`config.mk`:
```
export PLATFORM = sky130hd
export DESIGN_NAME = dff_chk_monitor_flat
export DESIGN_NICKNAME = d
export VERILOG_FILES = /design/src/rtl/dff_chk_pkg.sv /design/src/rtl/dff_chk_monitor_if.sv /design/src/rtl/dff_chk_sat_cnt.sv /design/src/rtl/dff_chk_monitor.sv /design/src/flat_wrapper.sv
export SDC_FILE = /design/constraint.sdc
export NUM_CORES = 1
export LEC_CHECK = 0
export ABC_CLOCK_PERIOD_IN_PS = 3500
export CORE_UTILIZATION = 50
export DETAILED_ROUTE_END_ITERATION = 7
export HOLD_SLACK_MARGIN = 0.15
export MAX_ROUTING_LAYER = met4
export PLACE_DENSITY_LB_ADDON = 0.15
export SKIP_LAST_GASP = 1
export SLEW_MARGIN = 20
export SYNTH_ARGS = -nofsm -noshare
export SYNTH_HDL_FRONTEND = slang
export SYNTH_SLANG_ARGS = --single-unit
```
`constraint.sdc`:
```
create_clock -name clk -period 3.5 [get_ports clk]
set_input_delay 0.7 -clock clk [delete_from_list [all_inputs] [get_ports clk]]
set_output_delay 0.7 -clock clk [all_outputs]
set_load 0.01 [all_outputs]
```
`src/rtl/dff_chk_pkg.sv`:
```
// -----------------------------------------------------------------------------
// dff_chk_pkg
//   Shared types and default sizes for the DFF checker (dff_chk_monitor).
//   Contents:
//     chk_state_e    checker FSM state: IDLE, CHECK, FAIL
//     DEF_LATENCY    default d->q delay of the DUT in clock cycles
//     DEF_CNT_W      default width of the sample/error counters
//     DEF_MAX_ERR    default error count that forces FAIL (0 = never)
//   Optional feature macro used by the checker: DFF_CHK_MONITOR_FIRST_ERR_EN
// -----------------------------------------------------------------------------
package dff_chk_pkg;

    typedef enum logic [1:0] {
        IDLE  = 2'd0,
        CHECK = 2'd1,
        FAIL  = 2'd2
    } chk_state_e;

    localparam int DEF_LATENCY = 1;
    localparam int DEF_CNT_W   = 16;
    localparam int DEF_MAX_ERR = 8;

endpackage : dff_chk_pkg

```
`src/rtl/dff_chk_monitor_if.sv`:
```
// -----------------------------------------------------------------------------
// dff_chk_monitor_if
//   Bundles the checker's stimulus-side and result-side signals.
//   Parameter: CNT_W  width of smp_cnt / err_cnt (and first_err_idx)
//   Signals:
//     en             check enable
//     clear          synchronous clear of counters/state
//     d              DUT data input as driven
//     q              DUT data output as observed
//     mismatch       registered 1-cycle pulse after a failing compare
//     smp_cnt        saturating count of compares performed
//     err_cnt        saturating count of mismatches
//     fail           high while the checker sits in FAIL
//     first_err_vld  (DFF_CHK_MONITOR_FIRST_ERR_EN only) first error captured
//     first_err_idx  (DFF_CHK_MONITOR_FIRST_ERR_EN only) smp_cnt at first error
//   Modports:
//     master  harness side: drives en/clear/d/q, observes results
//     slave   checker side: samples en/clear/d/q, drives results
// -----------------------------------------------------------------------------
interface dff_chk_monitor_if
    import dff_chk_pkg::*;
#(
    parameter int CNT_W = DEF_CNT_W
) ();

    logic             en;
    logic             clear;
    logic             d;
    logic             q;
    logic             mismatch;
    logic [CNT_W-1:0] smp_cnt;
    logic [CNT_W-1:0] err_cnt;
    logic             fail;
`ifdef DFF_CHK_MONITOR_FIRST_ERR_EN
    logic             first_err_vld;
    logic [CNT_W-1:0] first_err_idx;
`endif

    modport master (
        output en, clear, d, q,
        input  mismatch, smp_cnt, err_cnt, fail
`ifdef DFF_CHK_MONITOR_FIRST_ERR_EN
        , input first_err_vld, first_err_idx
`endif
    );

    modport slave (
        input  en, clear, d, q,
        output mismatch, smp_cnt, err_cnt, fail
`ifdef DFF_CHK_MONITOR_FIRST_ERR_EN
        , output first_err_vld, first_err_idx
`endif
    );

endinterface : dff_chk_monitor_if

```
`src/rtl/dff_chk_sat_cnt.sv`:
```
// -----------------------------------------------------------------------------
// dff_chk_sat_cnt
//   Saturating up-counter: holds at all-ones instead of wrapping.
//   Priority: rst > clr > inc.
//   Parameter: W  counter width
//   Ports:
//     clk  in   clock, posedge
//     rst  in   synchronous active-high reset (count -> 0)
//     clr  in   synchronous clear (count -> 0)
//     inc  in   increment request
//     cnt  out  current count [W-1:0]
// -----------------------------------------------------------------------------
module dff_chk_sat_cnt #(
    parameter int W = 16
) (
    input  logic         clk,
    input  logic         rst,
    input  logic         clr,
    input  logic         inc,
    output logic [W-1:0] cnt
);

    logic [W-1:0] cnt_q;
    logic [W-1:0] cnt_d;

    function automatic logic [W-1:0] sat_inc(input logic [W-1:0] v);
        return (&v) ? v : v + W'(1);
    endfunction

    always_comb begin
        cnt_d = cnt_q;
        if (clr) begin
            cnt_d = '0;
        end else if (inc) begin
            cnt_d = sat_inc(cnt_q);
        end
    end

    always_ff @(posedge clk) begin
        if (rst) begin
            cnt_q <= '0;
        end else begin
            cnt_q <= cnt_d;
        end
    end

    assign cnt = cnt_q;

endmodule : dff_chk_sat_cnt

```
`src/rtl/dff_chk_monitor.sv`:
```
// -----------------------------------------------------------------------------
// dff_chk_monitor
//   Passive hardware scoreboard for a DFF-style DUT. Keeps a LATENCY-deep
//   history of d, compares the delayed value against q while enabled, counts
//   compares and mismatches (both saturating) and latches a FAIL state once
//   MAX_ERR mismatches have been seen.
//   Parameters:
//     LATENCY  DUT d->q delay in cycles (>= 1)
//     CNT_W    counter width (must match the interface's CNT_W, <= 32)
//     MAX_ERR  mismatch count that forces FAIL; 0 disables FAIL
//   Ports:
//     clk  in   clock, all logic on posedge
//     rst  in   synchronous active-high reset (same reset the DUT sees)
//     bus  slave modport of dff_chk_monitor_if (en, clear, d, q in;
//          mismatch, smp_cnt, err_cnt, fail out)
//   Optional: define DFF_CHK_MONITOR_FIRST_ERR_EN to add first_err_vld /
//   first_err_idx, which capture the pre-increment smp_cnt of the first
//   mismatch after rst/clear.
// -----------------------------------------------------------------------------
module dff_chk_monitor
    import dff_chk_pkg::*;
#(
    parameter int LATENCY = DEF_LATENCY,
    parameter int CNT_W   = DEF_CNT_W,
    parameter int MAX_ERR = DEF_MAX_ERR
) (
    input  logic               clk,
    input  logic               rst,
    dff_chk_monitor_if.slave   bus
);

    localparam logic [31:0] MAX_ERR_U = 32'(MAX_ERR);

    chk_state_e         state_q;
    logic               mismatch_q;
    logic [LATENCY-1:0] hist_q;
    logic [LATENCY-1:0] hist_d;
    logic [CNT_W-1:0]   smp_cnt;
    logic [CNT_W-1:0]   err_cnt;
    logic [CNT_W-1:0]   err_nxt;
    logic               exp_bit;
    logic               cmp;
    logic               miss;
    logic               err_inc;
    logic               hit_max;

    function automatic logic [CNT_W-1:0] sat_inc(input logic [CNT_W-1:0] v);
        return (&v) ? v : v + CNT_W'(1);
    endfunction

    // History shifts every cycle regardless of en/state/clear; oldest entry
    // is the value q should show now.
    always_comb begin
        hist_d    = hist_q;
        hist_d[0] = bus.d;
        for (int i = 1; i < LATENCY; i++) begin
            hist_d[i] = hist_q[i-1];
        end
    end

    assign exp_bit = hist_q[LATENCY-1];

    // clear takes precedence over a compare in the same cycle.
    assign cmp     = (state_q == CHECK) && bus.en && !bus.clear;
    // Case inequality so an X/Z on q is reported as a mismatch in simulation.
    assign miss    = (bus.q !== exp_bit);
    assign err_inc = cmp && miss;
    assign err_nxt = sat_inc(err_cnt);
    assign hit_max = (MAX_ERR_U != 32'd0) && (32'(err_nxt) == MAX_ERR_U);

    always_ff @(posedge clk) begin
        if (rst) begin
            hist_q <= '0;
        end else begin
            hist_q <= hist_d;
        end
    end

    always_ff @(posedge clk) begin
        if (rst) begin
            state_q    <= IDLE;
            mismatch_q <= 1'b0;
        end else if (bus.clear) begin
            state_q    <= IDLE;
            mismatch_q <= 1'b0;
        end else begin
            mismatch_q <= err_inc;
            case (state_q)
                IDLE: begin
                    if (bus.en) begin
                        state_q <= CHECK;
                    end
                end
                CHECK: begin
                    if (!bus.en) begin
                        state_q <= IDLE;
                    end else if (err_inc && hit_max) begin
                        state_q <= FAIL;
                    end
                end
                FAIL: begin
                    state_q <= FAIL;
                end
                default: begin
                    state_q <= IDLE;
                end
            endcase
        end
    end

    // Counters only advance on a compare, which never happens in FAIL, so
    // they freeze there without extra gating.
    dff_chk_sat_cnt #(.W(CNT_W)) u_smp_cnt (
        .clk (clk),
        .rst (rst),
        .clr (bus.clear),
        .inc (cmp),
        .cnt (smp_cnt)
    );

    dff_chk_sat_cnt #(.W(CNT_W)) u_err_cnt (
        .clk (clk),
        .rst (rst),
        .clr (bus.clear),
        .inc (err_inc),
        .cnt (err_cnt)
    );

    assign bus.mismatch = mismatch_q;
    assign bus.smp_cnt  = smp_cnt;
    assign bus.err_cnt  = err_cnt;
    assign bus.fail     = (state_q == FAIL);

`ifdef DFF_CHK_MONITOR_FIRST_ERR_EN
    logic             first_err_vld_q;
    logic [CNT_W-1:0] first_err_idx_q;

    always_ff @(posedge clk) begin
        if (rst || bus.clear) begin
            first_err_vld_q <= 1'b0;
            first_err_idx_q <= '0;
        end else if (err_inc && !first_err_vld_q) begin
            first_err_vld_q <= 1'b1;
            first_err_idx_q <= smp_cnt;
        end
    end

    assign bus.first_err_vld = first_err_vld_q;
    assign bus.first_err_idx = first_err_idx_q;
`endif

endmodule : dff_chk_monitor
```
`src/flat_wrapper.sv`:
```
// flat-port wrapper written by rule: the top's interface ports become plain ports
module dff_chk_monitor_flat import dff_chk_pkg::*;
#(
    parameter int LATENCY = DEF_LATENCY,
    parameter int CNT_W   = DEF_CNT_W,
    parameter int MAX_ERR = DEF_MAX_ERR
)
  (clk, rst, bus_en, bus_clear, bus_d, bus_q, bus_mismatch, bus_smp_cnt, bus_err_cnt, bus_fail);
  dff_chk_monitor_if #(.CNT_W(CNT_W)) bus_i ();
  input  logic clk;
  input  logic rst;
  input wire logic [$bits(bus_i.en)-1:0] bus_en;
  input wire logic [$bits(bus_i.clear)-1:0] bus_clear;
  input wire logic [$bits(bus_i.d)-1:0] bus_d;
  input wire logic [$bits(bus_i.q)-1:0] bus_q;
  output wire logic [$bits(bus_i.mismatch)-1:0] bus_mismatch;
  output wire logic [$bits(bus_i.smp_cnt)-1:0] bus_smp_cnt;
  output wire logic [$bits(bus_i.err_cnt)-1:0] bus_err_cnt;
  output wire logic [$bits(bus_i.fail)-1:0] bus_fail;
  assign bus_i.en = bus_en;
  assign bus_i.clear = bus_clear;
  assign bus_i.d = bus_d;
  assign bus_i.q = bus_q;
  assign bus_mismatch = bus_i.mismatch;
  assign bus_smp_cnt = bus_i.smp_cnt;
  assign bus_err_cnt = bus_i.err_cnt;
  assign bus_fail = bus_i.fail;
  dff_chk_monitor #(.LATENCY(LATENCY), .CNT_W(CNT_W), .MAX_ERR(MAX_ERR)) u_core (.clk(clk), .rst(rst), .bus(bus_i));
endmodule
```
Word level (Yosys, flattened, before mapping) --
Index checks and enable logic that the tools add are counted.
Storage, ports and cells: register bits after elaboration 36, word-level logic and storage cells 30
Cells by class: mux-type cells 5, bitwise gates (word level) 1, eq/ne operators 6, add/subtract/negate cells 2, reduce and logical (&&, ||, !) cells 11
Operators with widths (number):
- $add A16 B1 Y16 const B | 2
- $reduce_and A16 Y1 | 2
- $eq A16 B4 Y1 const B | 1
- $mux W16 | 1
- $mux W2 | 3
- $pmux W2 S3 | 1
- $logic_and A1 B1 Y1 | 4
- $reduce_and A2 Y1 | 2
- $ne A3 B3 Y1 const B | 1
- $eq A2 B1 Y1 const B | 1
- $eq A2 B2 Y1 const B | 1
- $logic_not A2 Y1 | 1
- $ne A2 B2 Y1 const B | 1
- $reduce_or A2 Y1 | 1
- $logic_not A1 Y1 | 1
- $nex A1 B1 Y1 | 1
- $not A1 Y1 | 1

Depth between registers and ports, before layout --
Gate-level depths: netlist of the first run.
word-level depth 8, depth in mapped cells 9, gate-level depth less buffers 7

Modules after synthesis --
From an unflattened synthesis of the first run, not the netlist that was laid out.
Unflattened totals: cell total of the unflattened synthesis 270, area total of the unflattened synthesis 2293.4 um^2
By module, submodules not included:
- dff_chk_sat_cnt | area an instance 834.6 um^2, instances 2, cells each 98
- dff_chk_monitor | area an instance 624.3 um^2, instances 1, cells each 74

Worst setup path before layout of the first run --
Ideal clock, no wire load.
kind reg-to-reg, from register u_core.u_err_cnt.cnt_q[0], in the netlist u_core.u_err_cnt.cnt[0], to register u_core.state_q[0], cell stages (with the launch flop) 8, setup time 115 ps, buffers on the path 1, path slack 1237 ps, arrival 2149 ps, cells stage by stage dfxtp_1 > ha_1 > clkbuf_1 > nand2_1 > nor4_1 > mux2_2 > a2111o_1 > o21a_1
On the way: cells in the longest elaborated chain, start to end 6, elaborated cells on any way between the ends 7, classes of those cells add/sub: 1; eq/ne: 2; mux: 1; reduce/logical: 3
RTL lines:
- start: declaration | line dff_chk_sat_cnt.sv:23 | logic [W-1:0] cnt_q;
- start signal: assignment | line dff_chk_sat_cnt.sv:43 | cnt_q <= cnt_d;
- $add A16 B1 Y16 / $reduce_and A16 Y1 (equally long branches) | line dff_chk_monitor.sv:48 | return (&v) ? v : v + CNT_W'(1);
- $mux W16 * | line dff_chk_monitor.sv:48
- $eq A16 B4 Y1 * | line dff_chk_monitor.sv:69 | assign hit_max = (MAX_ERR_U != 32'd0) && (32'(err_nxt) == MAX_ERR_U);
- $logic_and A1 B1 Y1 * | line dff_chk_monitor.sv:97 | end else if (err_inc && hit_max) begin
- $ne A3 B3 Y1 (no source line) *
- $reduce_and A2 Y1 (no source line) *
- end signal: assignment | line dff_chk_monitor.sv:96 | state_q <= IDLE;
- end signal: assignment | line dff_chk_monitor.sv:98 | state_q <= FAIL;
- end signal: assignment | line dff_chk_monitor.sv:102 | state_q <= FAIL;
- end: declaration | line dff_chk_monitor.sv:34 | chk_state_e state_q;
Every way passes the cells marked *; elsewhere a longest branch is shown, timed or not. A chain may end at the register's enable or synchronous reset.

Worst setup path after layout of the first run --
from input bus_clear, to register u_core.u_err_cnt.cnt_q[10], in the netlist u_core.u_err_cnt.cnt[10]
On the way: cells in the longest elaborated chain, start to end 3, elaborated cells on any way between the ends 4, classes of those cells reduce/logical: 4
RTL lines:
- start: declaration | line flat_wrapper.sv:13 | input wire logic [$bits(bus_i.clear)-1:0] bus_clear;
- $logic_not A1 Y1 | line dff_chk_monitor.sv:64 | assign cmp = (state_q == CHECK) && bus.en && !bus.clear;
- $logic_and A1 B1 Y1 | line dff_chk_monitor.sv:64
- $logic_and A1 B1 Y1 | line dff_chk_monitor.sv:67 | assign err_inc = cmp && miss;
Several ways; a longest one is shown, not always the timed one.

==> run metrics, run 1 <==
WP data required 3660 ps; via count 1,735; Netlist cell types 43; area grow syn2layout 27.5%; syn avg cell area 8.33 um2; DRT Wirelength 4.12 mm; Die Span Y 63.6 um; Fin. Hold Viols 0; synthesized cell area 0.00190 mm2; Fin Setup TNS 0 ps; post-synthesis sequential area ratio 37.9%; dpl cells 305; Slew HR 34.2%; Post-Syn Instances 228; worst flop-to-flop path startpoint u_core.u_err_cnt.cnt[2]; Hold Path Stages 2; Hold EP u_core.u_smp_cnt.cnt[1]; clock-pin slew on the worst setup and hold paths 70 ps; input/output buffers 39; initial core utilization 51.9%; core area 0.00366 mm2; die width 63.6 um; fin cells 313; placed cell area 0.00231 mm2; Synth Flop Type dfxtp_1; CP delay by family, top simple AND/OR/NAND/NOR gates; FFs w/ async S/R, synth 0%; R2R cell count 6; max incr delay on CP 450 ps; post-route DRC violation count 0; Crit-path slowest cell clkdlybuf4s50_1; gpl congestion 0.813; Synthesized Nets 236; clk sink count 36; num rows 22; initial antenna violation count 0; Crit Path Class in -> reg; Detailed Routing Iterations Pass 1 4; Yosys reg bits 36; Worst setup EP type flop; Total GRT Usage 23.0%; vias in the first global route 1,505; post-route cell area 0.00242 mm2; Post-CTS Setup Inserts 0; max-slew violations 0; Worst R2R End u_core.state_q[0]; Max Root-Sink Buffers 2; total congestion overflow 0; r2r setup slk 1100 ps; worst path bufs/invs 1; first-pass GRT wire length 7.13 mm; Max Freq 385 MHz; pin count of the biggest net entering global routing 30; Post-synth EDFFs 0; layout net count 272; CTS Buf Count 5; Total Power 798 uW; VDD IR max 0.335 mV; layout cells sized above 1 6.79%; H-tree levels 2; minimum clock period 2600 ps; routed len/inst 13.2 um; post-DR vias/cell 5.54; TritonCTS clock tree built; # diodes 0; Synth warnings 0; min-delay worst type reg -> reg; most frequent cells in the layout clkdlybuf4s50_1, dfxtp_1, nor2_1; clock root cell clkbuf_8; crit-path max FO 10; Clock Skew 7.36 ps; pwr dens 330 mW/mm2; RSZ-0062 raised after global routing no; cts-stage hold buffer count 0; status completed; cell leakage power 0.000720 uW; Tcrit/Tclk final 74.3%; Worst-Skew Late Latency 290 ps; DRT antenna net count 0; crit-path cells clkdlybuf4s50_1, nand4bb_1, nor2_1, nand2b_1, nor3_1, xnor2_1, nor2_1; crit start category input port; Arr. time, crit path 2760 ps; final setup violation count 0; I/O pin cnt 40; total of max-cap violations 0; min-delay src u_core.u_smp_cnt.cnt[1]; Slew @ Worst Pin 980 ps; DP HPWL 2.89 mm; most common cell after layout, fill and taps aside clkdlybuf4s50_1; crit-path most repeated cell nor2_1; initial DRC count 55; Die ar. 0.00405 mm2; post-CTS sizing 0
[routing by layer]
| metal | track usage, % | up-vias | routed length [um] |
|---|---|---|---|
| met5 | - | - | 0 |
| met4 | 7.67 | 0 | 52 |
| met3 | 5.43 | 7 | 178 |
| met2 | 32.3 | 38 | 1720 |
| met1 | 32.0 | 803 | 2180 |
| li1 | - | 887 | - |
[where the power goes]
| part | internal [uW] | total (uW) | switching [uW] |
|---|---|---|---|
| clock | 211 | 365 | 154 |
| combinational | 9.52 | 21.8 | 12.3 |
| sequential | 411 | 412 | 1.00 |
| total | 631 | 798 | 167 |
[sequential cells by signal, summed over array words and instances (netlist names)]
register              cells
u_core.bus.mismatch       1
u_core.exp_bit            1
u_core.state_q            2
u_core.u_err_cnt.cnt     16
u_core.u_smp_cnt.cnt     16
[cells by family after synthesis]
logic type                 share of synthesized area [%]
AOI/OAI and AO/OA                                   10.5
xor gates and xnor gates                            11.5
adders and majority gates                           1.32
buffers and inverters                               2.83
DFF                                                 37.9
muxes                                               1.71
and+or+nand+nor                                     34.1
[worst max path at each step]
stage / startpoint / cells after the start / to / slack [ps]
after floorplan: u_core.u_err_cnt.cnt[0] / 7 / u_core.state_q[0] / 1240
after detailed placement: bus_clear / 7 / u_core.u_err_cnt.cnt[10] / 610
after global placement: bus_clear / 7 / u_core.u_err_cnt.cnt[11] / 650
final: bus_clear / 7 / u_core.u_err_cnt.cnt[10] / 900
after global routing: bus_clear / 7 / u_core.u_err_cnt.cnt[11] / 690
after CTS: bus_clear / 7 / u_core.u_err_cnt.cnt[10] / 900
[metrics by stage]
| stage | setup slack [ps] | util [%] | hold slack, ps |
|---|---|---|---|
| 3_5_place_dp | 612 | 63.1 | 508 |
| 4_1_cts | 902 | 66.2 | 519 |
| 3_3_place_gp | 648 | 63.1 | 504 |
| 6_report | 900 | 66.2 | 514 |
| 5_1_grt | 689 | 66.2 | 554 |
| 2_1_floorplan | 1240 | - | 508 |
[synth_stat cells, drive strengths merged (3+ instances only)]
| master | count | share of area [%] |
|---|---|---|
| nor2 | 34 | 6.7 |
| buf | 4 | 1.1 |
| dfxtp | 36 | 38 |
| o21ai | 7 | 1.8 |
| nor3b | 4 | 1.6 |
| nor3 | 13 | 3.4 |
| nand4 | 9 | 3.8 |
| a21oi | 11 | 2.9 |
| nand3 | 11 | 3.2 |
| nand2 | 18 | 3.6 |
| and4 | 3 | 1.4 |
| xnor2 | 22 | 10 |
| or3 | 4 | 1.3 |
| nand2b | 3 | 0.99 |
| xor2 | 3 | 1.4 |
| clkbuf | 7 | 1.4 |
| and3 | 3 | 0.99 |
| nor4 | 6 | 3.0 |
[worst reg2reg max path: cells and delay by family (launching register included)]
| kind | cells | cell delay [ps] |
|---|---|---|
| simple gates | 3 | 930 |
| flops | 1 | 550 |
| compound gates | 2 | 450 |
| mux | 1 | 380 |
[final cells by class]
cell class,instances,area (um2)
Multi-Input combinational cell,179,1120
Sequential cell,36,721
Clock buffer,5,68.8
Fill cell,319,1240
Tap cell,48,60.1
Inverter,2,7.51
Timing Repair Buffer,40,398
Clock inverter,3,42.5
Power figures use the tool's default switching activity.
==> inputs of run 2 (changes only) <==
--- a/config.mk
+++ b/config.mk
@@ -5,8 +5,8 @@
 export SDC_FILE = /design/constraint.sdc
 export NUM_CORES = 1
 export LEC_CHECK = 0
-export ABC_CLOCK_PERIOD_IN_PS = 3500
-export CORE_UTILIZATION = 50
+export ABC_CLOCK_PERIOD_IN_PS = 2300
+export CORE_UTILIZATION = 46
 export DETAILED_ROUTE_END_ITERATION = 7
 export HOLD_SLACK_MARGIN = 0.15
 export MAX_ROUTING_LAYER = met4
==> constraint.sdc (replaced) <==
create_clock -name clk -period 2.3 [get_ports clk]
set_input_delay 0.46 -clock clk [delete_from_list [all_inputs] [get_ports clk]]
set_output_delay 0.46 -clock clk [all_outputs]
set_load 0.01 [all_outputs]
==> run metrics, run 2 (synthesis results as in run 1) <==
fillers 337 (+5.6%); pin count of the biggest net entering global routing 22 (-27%); Hold Path Stages 2 (unchanged); cts-stage hold buffer count 0 (unchanged); initial antenna violation count 0 (unchanged); DRT Wirelength 4.56 mm (+11%); Arr. time, crit path 2320 ps (-440 ps); Worst R2R End u_core.state_q[0]; Slew @ Worst Pin 471 ps (-509 ps); Crit Path Class reg -> reg; core area 0.00380 mm2 (+3.8%); area grow syn2layout 36.4%; R2R cell count 6 (unchanged); r2r setup slk 170 ps (-930 ps); final setup violation count 0 (unchanged); VDD IR max 0.461 mV (+38%); DRT antenna net count 0 (unchanged); num rows 22 (unchanged); most common cell after layout, fill and taps aside clkdlybuf4s50_1; hold slack final 510 ps (-3.66 ps); die width 66.3 um (+4.1%); Hold EP u_core.u_smp_cnt.cnt[1]; max-slew violations 0 (unchanged); Worst-Skew Late Latency 290 ps (about the same); min-delay worst type reg -> reg; first-pass GRT wire length 7.42 mm (+4.2%); post-CTS sizing 0 (unchanged); status completed; WP data required 2490 ps (-1170 ps); gpl congestion 0.830 (+2.1%); CTS Buf Count 5 (unchanged); Total GRT Usage 23.1% (+0.10 points); crit start category flop; Total Power 1140 uW (+43%); Post-CTS Setup Inserts 0 (unchanged); DP HPWL 3.34 mm (+15%); cell leakage power 0.000845 uW (+17%); footprint of the multi-input gates 0.00112 mm2 (unchanged); dpl cells 330 (+8.2%); crit-path max FO 9 (-1); Die Span Y 66.3 um (+4.1%); fin cells 338 (+8.0%); Detailed Routing Iterations Pass 1 4 (unchanged); I/O pin cnt 40 (unchanged); vias in the first global route 1,615 (+7.3%); initial DRC count 98 (+78%); TritonCTS clock tree built; layout cells sized above 1 14.8% (+8.0 points); Tcrit/Tclk final 92.8%; worst flop-to-flop path startpoint u_core.u_err_cnt.cnt[6]; Fin. Hold Viols 0 (unchanged); layout net count 297 (+9.2%); Clock Skew 3.77 ps (-3.59 ps); H-tree levels 2 (unchanged); most frequent cells in the layout clkdlybuf4s50_1, dfxtp_1, nor2_1; pwr dens 440 mW/mm2 (+33%); post-DR vias/cell 5.42 (-2.2%); # diodes 0 (unchanged); Reg area 721 um2 (unchanged); Max Freq 469 MHz; initial core utilization 50.0% (-1.9 points); post-route DRC violation count 0 (unchanged); total congestion overflow 0 (unchanged); RSZ-0062 raised after global routing no; clock-pin slew on the worst setup and hold paths 70 ps (about the same); Die ar. 0.00439 mm2 (+8.4%); Slew HR 68.5% (+34 points); total of max-cap violations 0 (unchanged); worst slack at placement -8.86 ps (-620 ps); minimum clock period 2130 ps; via count 1,833 (+5.6%); routed len/inst 13.5 um (+2.4%); Max Root-Sink Buffers 2 (unchanged); Worst setup EP type flop; input/output buffers 39 (unchanged); clock root cell clkbuf_8; clk sink count 36 (unchanged); min-delay src u_core.u_smp_cnt.cnt[1]; Setup WS post-layout 167 ps (-733 ps)
## run 2: worst max path at each step
| stage | start | end | slack, ps |
|---|---|---|---|
| final | u_core.u_err_cnt.cnt[6] | u_core.state_q[0] | 170 |
| after global routing | u_core.u_err_cnt.cnt[12] | u_core.state_q[0] | 30 |
| after floorplan | u_core.u_err_cnt.cnt[0] | u_core.state_q[0] | 40 |
| after detailed placement | bus_en | u_core.u_smp_cnt.cnt[7] | -9 |
| after global placement | bus_en | u_core.u_smp_cnt.cnt[7] | 9 |
| after CTS | u_core.u_err_cnt.cnt[12] | u_core.state_q[0] | 180 |
## run 2: worst max-delay path, cell delays in order, from the launching register on
cell and delay, ps:
dfxtp_1 460, nand4_4 210, nor4_2 360, nor2_1 80, or3_1 310, a2111o_1 430, o21a_1 180
## run 2: final cells by class
class / count / area share, %
sequential: 36 / 27.8
inverter: 2 / 0.290
timing repair buffer: 65 / 22.6
multi-input combinational: 179 / 43.4
tap: 48 / 2.32
clock buffer: 6 / 3.19
clock inverter: 2 / 0.386
## run 2: power breakdown
group          switching [uW]  total, uW  internal, uW
combinational            19.8       36.6          16.9
sequential               1.48        626           625
clock                     237        476           239
total                     258       1140           881
## run 2: metal layers
metal	track usage (%)	routed length [um]	up-vias	share of wire (%)
met5	-	0	-	0
met4	7.98	63	0	1.4
met3	5.17	201	7	4.4
met2	34.8	1990	42	44
met1	30.4	2310	843	51
li1	-	-	941	-
## run 2: through the flow
stage / TNS (ps) / utilization (%) / cell area, um2
2_1_floorplan: 0 / - / 1900
3_3_place_gp: 0 / 65.8 / 2500
3_5_place_dp: -15.1 / 65.8 / 2500
4_1_cts: 0 / 68.2 / 2590
5_1_grt: 0 / 68.2 / 2590
6_report: 0 / 68.2 / 2590
